$ cat src/rtl/spi_aes_slave.sv
// SPI front end for an AES core: receives a 128-bit message and a
// 128/192/256-bit key LSB first, hands them to the core with a req/ack
// handshake, then shifts the core's result back out on miso.
module spi_aes_slave #(
    parameter int MSG_W   = 128,
    parameter int KEY_MAX = 256
) (
    input  logic               clk,
    input  logic               reset,
    input  logic               cs,
    input  logic               mosi,
    input  logic               mode,
    input  logic [1:0]         size,
    output logic               miso,
    output logic [MSG_W-1:0]   msg_out,
    output logic [KEY_MAX-1:0] key_out,
    output logic [1:0]         key_len,
    output logic               req,
    input  logic               ack,
    input  logic [MSG_W-1:0]   res_in,
    input  logic               res_valid,
    output logic               busy,
    output logic               err
);

    localparam int MI_W  = $clog2(MSG_W);
    localparam int KI_W  = $clog2(KEY_MAX);
    localparam int CNT_W = KI_W + 1;

    typedef enum logic [2:0] {
        IDLE,
        RX_MSG,
        RX_KEY,
        REQ,
        WAIT_RES,
        TX,
        DONE
    } state_t;

    state_t             state;
    state_t             state_nxt;
    logic [CNT_W-1:0]   cnt;
    logic [MSG_W-1:0]   tx_sh;
    logic [KI_W-1:0]    key_base;
    logic [CNT_W-1:0]   key_last_v;
    logic [KI_W-1:0]    key_idx;
    logic               msg_last;
    logic               key_last;
    logic               tx_last;

    // Key placement: keys are left-aligned, so shorter keys start higher up.
    always_comb begin
        key_base   = '0;
        key_last_v = CNT_W'(KEY_MAX - 1);
        case (key_len)
            2'b00: begin
                key_base   = KI_W'(KEY_MAX - 128);
                key_last_v = CNT_W'(127);
            end
            2'b01: begin
                key_base   = KI_W'(KEY_MAX - 192);
                key_last_v = CNT_W'(191);
            end
            default: begin
                key_base   = '0;
                key_last_v = CNT_W'(KEY_MAX - 1);
            end
        endcase
    end

    assign key_idx  = key_base + cnt[KI_W-1:0];
    assign msg_last = (cnt == CNT_W'(MSG_W - 1));
    assign key_last = (cnt == key_last_v);
    assign tx_last  = (cnt == CNT_W'(MSG_W - 1));

    assign busy = (state != IDLE);
    assign req  = (state == REQ);
    assign miso = (state == TX) & tx_sh[0];

    // State register.
    always_ff @(posedge clk) begin
        if (reset) state <= IDLE;
        else       state <= state_nxt;
    end

    // Next-state logic; cs only aborts while bits are actually moving.
    always_comb begin
        state_nxt = state;
        case (state)
            IDLE: begin
                if (!cs) state_nxt = (size == 2'b11) ? DONE : RX_MSG;
            end
            RX_MSG: begin
                if (cs)            state_nxt = IDLE;
                else if (mode)     state_nxt = DONE;
                else if (msg_last) state_nxt = RX_KEY;
            end
            RX_KEY: begin
                if (cs)            state_nxt = IDLE;
                else if (mode)     state_nxt = DONE;
                else if (key_last) state_nxt = REQ;
            end
            REQ: begin
                if (ack) state_nxt = WAIT_RES;
            end
            WAIT_RES: begin
                if (res_valid) state_nxt = TX;
            end
            TX: begin
                if (cs)                   state_nxt = IDLE;
                else if (mode && tx_last) state_nxt = DONE;
            end
            DONE: begin
                if (cs) state_nxt = IDLE;
            end
            default: state_nxt = IDLE;
        endcase
    end

    // Datapath: bit counter, message/key capture, result shifter, error flag.
    always_ff @(posedge clk) begin
        if (reset) begin
            cnt     <= '0;
            msg_out <= '0;
            key_out <= '0;
            key_len <= 2'b00;
            tx_sh   <= '0;
            err     <= 1'b0;
        end else begin
            case (state)
                IDLE: begin
                    if (!cs) begin
                        key_len <= size;
                        err     <= (size == 2'b11);
                        cnt     <= '0;
                        key_out <= '0;
                    end
                end
                RX_MSG: begin
                    if (cs || mode) begin
                        err <= 1'b1;
                    end else begin
                        msg_out[cnt[MI_W-1:0]] <= mosi;
                        cnt <= msg_last ? '0 : cnt + 1'b1;
                    end
                end
                RX_KEY: begin
                    if (cs || mode) begin
                        err <= 1'b1;
                    end else begin
                        key_out[key_idx] <= mosi;
                        cnt <= key_last ? '0 : cnt + 1'b1;
                    end
                end
                WAIT_RES: begin
                    if (res_valid) begin
                        tx_sh <= res_in;
                        cnt   <= '0;
                    end
                end
                TX: begin
                    if (cs) begin
                        err <= 1'b1;
                    end else if (mode) begin
                        tx_sh <= tx_sh >> 1;
                        cnt   <= tx_last ? '0 : cnt + 1'b1;
                    end
                end
                default: begin
                end
            endcase
        end
    end

endmodule

$ cat config.mk
export PLATFORM = sky130hd
export DESIGN_NAME = spi_aes_slave
export DESIGN_NICKNAME = d
export VERILOG_FILES = /design/src/rtl/spi_aes_slave.sv
export SDC_FILE = /design/constraint.sdc
export NUM_CORES = 1
export LEC_CHECK = 0
export CAP_MARGIN = 40
export CORE_MARGIN = 2
export CORE_UTILIZATION = 46
export CTS_BUF_LIST = sky130_fd_sc_hd__clkbuf_8
export CTS_CLUSTER_DIAMETER = 150
export DETAILED_ROUTE_END_ITERATION = 8
export GPL_TIMING_DRIVEN = 0
export PLACE_DENSITY = 0.8
export SLEW_MARGIN = 10
export SYNTH_ARGS = -nofsm -noshare
export SYNTH_HDL_FRONTEND = slang
export SYNTH_SLANG_ARGS = --single-unit
$ cat constraint.sdc
create_clock -name clk -period 2.4 [get_ports clk]
set_input_delay 0.72 -clock clk [delete_from_list [all_inputs] [get_ports clk]]
set_output_delay 0.72 -clock clk [all_outputs]
set_load 0.01 [all_outputs]
==> flow_metrics.py <==
metrics = {
    "outcome": {
        "outcome": "finished with violations",
        "violations": "setup timing",
    },
    "timing": {
        "period_needed_ps": 2460,
        "fmax_mhz": 406,
        "setup_slack_ps": -63.0,
        "final_hold_viol_count": 0,
        "tightest_slew_ps": 1040,
        "fin_crit_sh_pct": 103,
        "fin_setup_tns_ps": -84.2,
        "setup_violations": 2,
        "whs_ps": 461,
        "slew_violations": 0,
        "skew_ps": 20.7,
        "rsz0062_at_grt": "true",
        "max_slew_margin_pct": 30.4,
    },
    "route": {
        "wl_per_cell_microns": 23.1,
        "via_per_inst": 6.13,
        "final_antenna_net_count": 0,
        "drt-met1-wl_microns": 31500,
        "drt-total-wl_microns": 83200,
        "drc_errors": 0,
        "firstDrtPassIters": 8,
        "routed.top_layer": "met5",
        "dr_wl_met3_microns": 8450,
        "drtIter0Drc": 2113,
        "wl_met2_microns": 39300,
        "num_vias": 22108,
    },
    "clocking": {
        "cts.sink_count": 527,
        "ctsRootBufferMaster": "clkbuf_8",
        "clk_pin_slew_ps": 60,
        "htreeDepth": 3,
        "clockBufferDepth": 3,
        "tritoncts": "done",
        "cts_buffers": 86,
        "clk_latency_ps": 680,
        "hold_buffers": 0,
    },
    "critical_path": {
        "worstPathArrival_ps": 1740,
        "start_kind": "flop",
        "crit_type": "reg2out",
        "cp_data_required_time_ps": 1680,
        "crit_slowest_cell": "dfxtp_2",
        "worstSetupEndpoint": "miso",
        "reg2reg_to": "key_out[248]",
        "rrSetupSlack_ps": -20,
        "startpoint": "state[0]",
        "max_stage_delay_ps": 330,
        "crit_chain": "buf_6, and3b_2, buf_8, and2_4, buf_6",
        "reg2regPathDepth": 7,
        "cpMostUsedCell": "buf_6",
        "end_kind": "primary output",
        "crit_fanout": 6,
        "r2r_start": "key_len[0]",
    },
    "cells_and_area": {
        "syn_to_final_growth_pct": 39.9,
        "drive_above_1_share_pct": 10.8,
        "num_antenna_cells": 0,
        "final_cells": 3609,
        "finalNetCount": 3095,
    },
    "logic_synthesis": {
        "synth_cell_types": 48,
        "synth_area_sq_um": 21000,
        "yosys.area.top_type": "dfxtp_1",
        "yosysSeqAreaShare_pct": 50.2,
        "yosysWarningCount": 0,
        "synth_cells": 2331,
        "synth_nets": 2473,
        "ys_seq_elements": 527,
        "synth_area_leaders": "dfxtp_1, o21ai_0, o211ai_1",
        "synth.avg_cell_area_sq_um": 9.01,
        "netlist.area_leader.share_pct": 50.2,
    },
    "run": {
        "drv_cap": 0,
    },
    "grt": {
        "track_usage_pct": 33.5,
        "overflow": 0,
        "grt_max_degree": 12,
        "grt_pass1_vias": 21107,
        "grt_antenna_before_repair": 4,
        "grt_pass1_wl_microns": 124000,
    },
    "pwr": {
        "powerDensity_nw_per_um2": 732,
        "finalPower_mw": 21.5,
        "p_leak_nw": 9.61,
        "irDropWorstVdd_v": 0.000594,
    },
    "die": {
        "fp-row-count": 78,
        "pin_count": 527,
        "start_util_pct": 46.5,
        "coreArea_sq_um": 45200,
        "die_w_microns": 218,
        "dieArea_sq_um": 47400,
        "die_h_microns": 218,
    },
    "place": {
        "dpl.cell_count": 3458,
        "dp_slack_ps": -1560,
        "port_buffers": 525,
        "dp_hpwl_microns": 61300,
        "routabilityCongestion": 0.980,
    },
    "worst_hold_path": {
        "hold_path_class": "reg2reg",
    },
}
-- synth_stat cells (all sizes together) --
| master | count |
|---|---|
| dfxtp | 527 |
| o21ai | 390 |
| o211ai | 245 |
| nand3 | 209 |
| clkbuf | 179 |
| nor2 | 160 |
| a21oi | 140 |
| a211oi | 130 |
| mux2i | 130 |
| nand2 | 47 |
| buf | 42 |
| and2 | 16 |
| nor2b | 16 |
| o311ai | 12 |
| nor3 | 11 |
| and3 | 9 |
| inv | 7 |
| nand2b | 7 |
| nand4b | 7 |
| or3 | 7 |
| ha | 5 |
| a31oi | 4 |
| nand3b | 4 |
| a2111oi | 2 |
| a211o | 2 |
| a22o | 2 |
| and3b | 2 |
| nand4 | 2 |
| nor3b | 2 |
| nor4 | 2 |
| o31ai | 2 |
| a2111o | 1 |
| a21o | 1 |
| a221oi | 1 |
| a22oi | 1 |
| a311oi | 1 |
| a32oi | 1 |
| and4 | 1 |
| o21a | 1 |
| o2bb2ai | 1 |
| xnor3 | 1 |
| xor3 | 1 |
-- kinds of logic after synthesis --
group / synth area share (%)
compound gates: 27.4
flops: 50.2
simple gates: 11.5
buf+inv: 4.21
mux: 6.19
fa+ha+maj: 0.298
xor+xnor: 0.220
-- area by class of cell --
type	count	area (sq um)
fillers	3642	15800
flip-flops and latches	527	10600
multi-input cells	1576	10000
repair buffers	540	5390
clock buffers	105	1450
plain buffers	215	991
well taps	600	751
clock inverters	39	201
inverters	7	26.3
-- where the power goes --
part / switching (mW) / total, mW / leakage [nW] / internal [mW]
sequential: 0.318 / 9.59 / 4.26 / 9.27
clock: 3.64 / 7.67 / 0.933 / 4.03
combinational: 2.72 / 4.26 / 4.41 / 1.54
-- per-layer routing --
layer	GRT usage (%)	vias up
met5	0	-
met4	15.6	6
met2	55.9	1286
li1	-	9946
met1	40.2	10613
met3	9.12	257
-- repair_timing --
action                     CTS  global route
pin swaps                    2             3
setup endpoints to repair  483           450
setup buffers               10             3
resized for setup          128           143
-- cell usage in the layout (no fill, tap or decap), types with 10 or more instances in the layout --
cell,synthesis,routed
dlymetal6s2s_1,0,11
buf_2,23,20
a21oi_1,140,140
buf_4,0,14
nand3_1,209,161
o311ai_0,12,12
inv_1,7,33
and2_1,16,10
clkbuf_8,0,106
dfxtp_1,527,516
a211oi_1,130,130
clkbuf_2,0,52
o21ai_1,1,20
nor2_1,160,152
o211ai_1,245,245
mux2i_1,130,130
o21ai_0,389,369
nand2_1,47,38
clkbuf_1,179,119
nor2b_1,16,15
buf_1,19,12
nand3_2,0,45
clkdlybuf4s50_1,0,504
-- through the flow --
step	area [sq um]	util [%]
detailed placement	27100	59.9
finish	29400	65.1
global route	29400	65.1
global placement	27000	59.9
CTS	29100	64.3
floorplan	21000	-
-- sequential cells by signal, indices dropped and copies added, names as in the netlist --
name     count
state        3
err          1
cnt          9
tx_sh      128
msg_out    128
key_out    256
key_len      2
-- worst min path at each step --
stage                     start           to  slack (ps)  cells past startpoint
floorplan            tx_sh[127]   tx_sh[127]         430                      2
global placement     tx_sh[127]   tx_sh[127]         450                      2
detailed placement   tx_sh[127]   tx_sh[127]         450                      2
CTS                  tx_sh[127]   tx_sh[127]         460                      2
global route        msg_out[71]  msg_out[71]         500                      2
finish               tx_sh[127]   tx_sh[127]         460                      2
-- critical path: cells and delay by family, from the launching register on --
kind | cells | cell delay [ps]
buf+inv | 3 | 380
simple gates | 2 | 350
flops | 1 | 330
No activity file was read; power rests on OpenSTA's default activity.
